==> config.mk <==
export PLATFORM = sky130hd
export DESIGN_NAME = reorder_buffer
export DESIGN_NICKNAME = d
export VERILOG_FILES = /design/src/rtl/reorder_buffer_pkg.sv /design/src/rtl/reorder_buffer.sv
export SDC_FILE = /design/constraint.sdc
export NUM_CORES = 1
export LEC_CHECK = 0
export ABC_AREA = 1
export CORE_MARGIN = 4
export CORE_UTILIZATION = 60
export CTS_BUF_LIST = sky130_fd_sc_hd__clkbuf_16
export DETAILED_ROUTE_END_ITERATION = 12
export GPL_TIMING_DRIVEN = 0
export PLACE_DENSITY = 0.82
export RECOVER_POWER = 25
export SLEW_MARGIN = 15
export SYNTH_ARGS = -nofsm -noshare
export SYNTH_HDL_FRONTEND = slang
export SYNTH_SLANG_ARGS = --single-unit
export TNS_END_PERCENT = 100
==> constraint.sdc <==
create_clock -name clk -period 15.29 [get_ports clk]
set_input_delay 1.529 -clock clk [delete_from_list [all_inputs] [get_ports clk]]
set_output_delay 1.529 -clock clk [all_outputs]
set_load 0.005 [all_outputs]
==> src/rtl/reorder_buffer_pkg.sv <==
// Shared types for the reorder buffer: pointer/register widths and the ROB entry payload.
package reorder_buffer_pkg;

  localparam int unsigned ROB_ADDR_W    = 2;
  localparam int unsigned PHY_RF_ADDR_W = 6;
  localparam int unsigned PHY_RF_DATA_W = 32;

  typedef logic [ROB_ADDR_W-1:0]    rob_addr_t;
  typedef logic [PHY_RF_ADDR_W-1:0] phy_rf_addr_t;
  typedef logic [PHY_RF_DATA_W-1:0] phy_rf_data_t;

  typedef struct packed {
    logic         valid;
    logic         done;
    phy_rf_addr_t dest;
    phy_rf_data_t value;
  } rob_entry_t;

endpackage

==> src/rtl/reorder_buffer.sv <==
// In-order commit reorder buffer: tail allocation, out-of-order completion, one commit per cycle.
// Optional macro ROB_COMMIT_BYPASS_EN lets a completion to the head commit at the same edge.
module reorder_buffer
  import reorder_buffer_pkg::*;
#(
  parameter int unsigned ROB_DEPTH = 4
) (
  input  logic         clk,
  input  logic         rst,
  input  logic         rob_incr_tail_ptr,
  input  phy_rf_addr_t rob_alloc_dest,
  input  logic         res_st_retire_en,
  input  rob_addr_t    res_st_retire_rob_addr,
  input  phy_rf_data_t res_st_retire_value,
  input  logic         flush,
  output rob_addr_t    rob_tail_ptr,
  output logic         rob_full,
  output logic         rob_empty,
  output logic         phy_rf_wr_en,
  output phy_rf_addr_t phy_rf_wr_addr,
  output phy_rf_data_t phy_rf_wr_data,
  output logic         busy_table_wr_en,
  output phy_rf_addr_t busy_table_wr_addr,
  output logic         busy_table_wr_data
);

  localparam int unsigned CNT_W = ROB_ADDR_W + 1;

  rob_entry_t       rob_q [ROB_DEPTH];
  rob_entry_t       rob_d [ROB_DEPTH];
  rob_addr_t        head_q, head_d;
  rob_addr_t        tail_q, tail_d;
  logic [CNT_W-1:0] count_q, count_d;

  logic             wr_en_q, wr_en_d;
  phy_rf_addr_t     wr_addr_q, wr_addr_d;
  phy_rf_data_t     wr_data_q, wr_data_d;

  rob_entry_t       head_entry;
  logic             do_commit;
  logic             do_alloc;
  phy_rf_data_t     commit_data;

  assign rob_full  = (count_q == CNT_W'(ROB_DEPTH));
  assign rob_empty = (count_q == '0);
  assign rob_tail_ptr = tail_q;

  assign phy_rf_wr_en       = wr_en_q;
  assign phy_rf_wr_addr     = wr_addr_q;
  assign phy_rf_wr_data     = wr_data_q;
  assign busy_table_wr_en   = wr_en_q;
  assign busy_table_wr_addr = wr_addr_q;
  assign busy_table_wr_data = 1'b0;

  // Next-state: completion, in-order commit, allocation, then flush overrides everything.
  always_comb begin
    rob_d       = rob_q;
    head_d      = head_q;
    tail_d      = tail_q;
    count_d     = count_q;
    wr_en_d     = 1'b0;
    wr_addr_d   = '0;
    wr_data_d   = '0;
    head_entry  = rob_q[head_q];
    do_commit   = head_entry.valid && head_entry.done;
    commit_data = head_entry.value;
    do_alloc    = rob_incr_tail_ptr && !rob_full;

`ifdef ROB_COMMIT_BYPASS_EN
    if (!do_commit && res_st_retire_en && head_entry.valid &&
        (res_st_retire_rob_addr == head_q)) begin
      do_commit   = 1'b1;
      commit_data = res_st_retire_value;
    end
`endif

    if (res_st_retire_en && rob_q[res_st_retire_rob_addr].valid) begin
      rob_d[res_st_retire_rob_addr].done  = 1'b1;
      rob_d[res_st_retire_rob_addr].value = res_st_retire_value;
    end

    if (do_commit) begin
      rob_d[head_q].valid = 1'b0;
      rob_d[head_q].done  = 1'b0;
      head_d              = head_q + rob_addr_t'(1);
      wr_en_d             = 1'b1;
      wr_addr_d           = head_entry.dest;
      wr_data_d           = commit_data;
    end

    // Full blocks allocation even when the head frees up at this edge.
    if (do_alloc) begin
      rob_d[tail_q].valid = 1'b1;
      rob_d[tail_q].done  = 1'b0;
      rob_d[tail_q].dest  = rob_alloc_dest;
      rob_d[tail_q].value = '0;
      tail_d              = tail_q + rob_addr_t'(1);
    end

    count_d = count_q + CNT_W'(do_alloc) - CNT_W'(do_commit);

    if (flush) begin
      for (int i = 0; i < ROB_DEPTH; i++) begin
        rob_d[i].valid = 1'b0;
        rob_d[i].done  = 1'b0;
      end
      head_d    = '0;
      tail_d    = '0;
      count_d   = '0;
      wr_en_d   = 1'b0;
      wr_addr_d = '0;
      wr_data_d = '0;
    end
  end

  always_ff @(posedge clk or posedge rst) begin
    if (rst) begin
      for (int i = 0; i < ROB_DEPTH; i++) begin
        rob_q[i] <= '0;
      end
      head_q    <= '0;
      tail_q    <= '0;
      count_q   <= '0;
      wr_en_q   <= 1'b0;
      wr_addr_q <= '0;
      wr_data_q <= '0;
    end else begin
      for (int i = 0; i < ROB_DEPTH; i++) begin
        rob_q[i] <= rob_d[i];
      end
      head_q    <= head_d;
      tail_q    <= tail_d;
      count_q   <= count_d;
      wr_en_q   <= wr_en_d;
      wr_addr_q <= wr_addr_d;
      wr_data_q <= wr_data_d;
    end
  end

endmodule

==> results.json <==
{
  "reg2regPathDepth": 11,
  "htreeDepth": 1,
  "reg2reg_from": "head_q[1]$_DFFE_PP0P_",
  "wl_met1_mm": 12.68,
  "avgSynthCellArea_sq_um": 7.534,
  "start_kind": "input port",
  "total_power_mw": 1.626,
  "port-buffer-count": 93,
  "relSlewSlack_pct": -306.4,
  "postCtsSetupRepairBufs": 0,
  "cts_root_buf": "clkbuf_16",
  "post-route-period-util_pct": 49.41,
  "slowest_delay_ps": 4290,
  "cts_tree": "yes",
  "ys.warnings.count": 0,
  "totalWireLength_mm": 31.79,
  "end_kind": "async pin",
  "grt_util_all_layers_pct": 34.05,
  "cp_slowest_cell": "clkbuf_1",
  "synth_simple_gate_area_share_pct": 25.00,
  "synth_top_family_by_area": "simple AND/OR/NAND/NOR gates",
  "met2_wirelength_mm": 13.61,
  "synth_ff_type": "dfrtp_1",
  "start_util_pct": 61.06,
  "io_pins": 96,
  "die_h_microns": 137.9,
  "antenna_found_initial": 1,
  "hold_depth": 2,
  "synth_cell_type_count": 26,
  "grt_pass1_vias": 9010,
  "setup_viol": 0,
  "rsz0062_at_grt": "no",
  "n_antenna_cell": 0,
  "grt_max_degree": 114,
  "ys_ff_latch": 206,
  "rows": 47,
  "layout.nets": 1519,
  "path_cells": "dlygate4sd3_1 > clkinvlp_2 > clkbuf_1",
  "critPathRequiredTime_ps": 14410,
  "post_cts_resized": 0,
  "overflow": 0,
  "min_from": "rob_q[156]$_DFFE_PP0P_",
  "slew_viol_final": 114,
  "fmax_ghz": 0.1324,
  "r2r-end": "count_q[2]$_DFF_PP0_",
  "worst_pin_slew_ps": 6097,
  "drtPass1Iterations": 8,
  "numCtsBuffers": 22,
  "drtAntennaViolNets": 0,
  "skew_ps": 18.60,
  "synth_compound_gate_area_share_pct": 10.38,
  "status": "finished with violations",
  "hold_path_end": "rob_q[156]$_DFFE_PP0P_",
  "clkTransAtPathRegs_ps": 60,
  "wl_met3_mm": 4.208,
  "wl_per_cell_microns": 18.73,
  "finalHoldViolations": 0,
  "synth_fa_ha_area_share_pct": 1.433,
  "synth.cell_area_sq_um": 10130,
  "vdd_drop_max_v": 0.0001077,
  "route.detailed.drc": 0,
  "synthCells": 1344,
  "maxCapViolations": 1,
  "hold_buffers": 0,
  "critPathKind": "input port to async pin",
  "dieArea_sq_um": 19020,
  "crit_fanout": 113,
  "tns_ps": 0,
  "ys_seq_area_share_pct": 50.91,
  "violations": "max-capacitance violations, max-slew violations",
  "dpl.hpwl_mm": 22.08,
  "avgViaCountPerCell": 5.676,
  "die_w_microns": 137.9,
  "final_util_pct": 72.51,
  "min_period_ps": 7554,
  "drt_iter0_drc": 1288,
  "synthToLayoutAreaGrowth_pct": 18.76,
  "clock_latency_ps": 510,
  "vias": 9632,
  "synth_edf_count": 0,
  "clock-sinks": 206,
  "final_layout_size_suffix_gt1_share_pct": 5.484,
  "reg2reg_slack_ps": 12870,
  "routabilityCongestion": 1.001,
  "critPathArrivalTime_ps": 6670,
  "cts.path.max_buffers": 3,
  "synth_fp_nets": 1400,
  "grt_pass1_wl_mm": 49.02,
  "async_flop_share_pct": 100.0,
  "synth_mux_area_share_pct": 0,
  "coreArea_sq_um": 16580,
  "powerDensity_nw_per_um2": 135.2,
  "hold_path.class": "register to register",
  "highest_layer": "met5",
  "total_leakage_power_nw": 6.551,
  "synth_xor_area_share_pct": 0
}
## power by group
| group | leakage, nW | switching [mW] | internal [mW] |
|---|---|---|---|
| clock network | 0.332 | 0.218 | 0.286 |
| logic | 3.49 | 0.227 | 0.131 |
| registers | 2.73 | 0.0693 | 0.694 |
| total | 6.55 | 0.514 | 1.11 |
## through the flow
stage          hold slack (ps)  instance area [sq um]  cells  setup slack, ps
3_5_place_dp             460.1                  11390   1659            11720
3_3_place_gp             456.4                  11330   1657             5510
6_report                 473.7                  12030   1697             7736
4_1_cts                  476.8                  12060   1697            11910
2_1_floorplan            443.6                  10130   1344             8137
5_1_grt                  517.2                  12030   1697             6414
## flip-flops by register name, indices dropped and copies added, names as in the netlist
name and cells:
busy_table_wr_addr 6, phy_rf_wr_data 32, count_q 3, rob_q 160, rob_tail_ptr 2, head_q 2
busy_table_wr_en 1
## cell type report
type,count,area [sq um]
Clock inverter,15,85.08
Sequential cell,206,5155
Multi-Input combinational cell,830,3731
Timing Repair Buffer,95,962.2
Fill cell,1349,4558
Inverter,216,812.0
Tap cell,220,275.3
Clock buffer,23,575.6
Buffer,92,429.2
## layer usage
layer,up-vias,global-route usage [%]
met5,-,0
met4,2,12.46
met3,126,9.833
met2,684,50.11
met1,4428,48.38
li1,4392,-
## critical path: cells and delay by family
family                 cells  cell delay, ps
buffers and inverters      3            5100
## cell families after synthesis
| kind of cell | after synthesis |
|---|---|
| other | 1 |
| flip-flops | 206 |
| AND/OR/NAND/NOR | 609 |
| buffers and inverters | 308 |
| AO/OA/AOI/OAI | 209 |
| adder cells (fa/ha/maj) | 11 |
## worst max-delay path by stage
stage / startpoint / endpoint / slack, ps / cells after the start
2_1_floorplan: rst / busy_table_wr_addr[0]$_DFF_PP0_ / 8140 / 1
3_3_place_gp: rst / phy_rf_wr_data[15]$_DFF_PP0_ / 5510 / 2
3_5_place_dp: rob_incr_tail_ptr / count_q[2]$_DFF_PP0_ / 11720 / 9
4_1_cts: count_q[1]$_DFF_PP0_ / rob_empty / 11910 / 3
5_1_grt: rst / rob_q[47]$_DFF_PP0_ / 6410 / 3
6_report: rst / rob_q[47]$_DFF_PP0_ / 7740 / 3
## cells in the final DEF (no fill, tap or decap), drive strengths merged
| cell | synthesis | layout |
|---|---|---|
| a211oi | 1 | 1 |
| a21oi | 73 | 73 |
| and3 | 1 | 1 |
| buf | 55 | 56 |
| bufinv | 0 | 1 |
| clkbuf | 37 | 61 |
| clkdlybuf4s50 | 0 | 91 |
| clkinv | 0 | 12 |
| clkinvlp | 0 | 1 |
| conb | 1 | 1 |
| dfrtp | 206 | 206 |
| dlygate4sd3 | 0 | 2 |
| fa | 1 | 1 |
| ha | 10 | 10 |
| inv | 216 | 217 |
| nand2 | 270 | 270 |
| nand3 | 37 | 37 |
| nand4 | 66 | 66 |
| nor2 | 233 | 233 |
| nor3 | 1 | 1 |
| o211ai | 1 | 1 |
| o21ai | 134 | 134 |
| or2 | 1 | 1 |
## synth_stat cells (5+ instances only)
cell type | n | area [sq um]
nand2_1 | 268 | 1006
clkbuf_1 | 37 | 138.9
inv_2 | 5 | 18.77
buf_4 | 8 | 60.06
nor2_1 | 233 | 874.6
dfrtp_1 | 206 | 5155
o21ai_0 | 109 | 545.5
inv_1 | 211 | 792.0
nand4_1 | 64 | 400.4
buf_2 | 31 | 155.2
ha_1 | 10 | 125.1
nand3_1 | 35 | 175.2
o21ai_1 | 25 | 125.1
a21oi_1 | 73 | 365.4
buf_1 | 14 | 52.55
No activity file was read; power rests on OpenSTA's default activity.
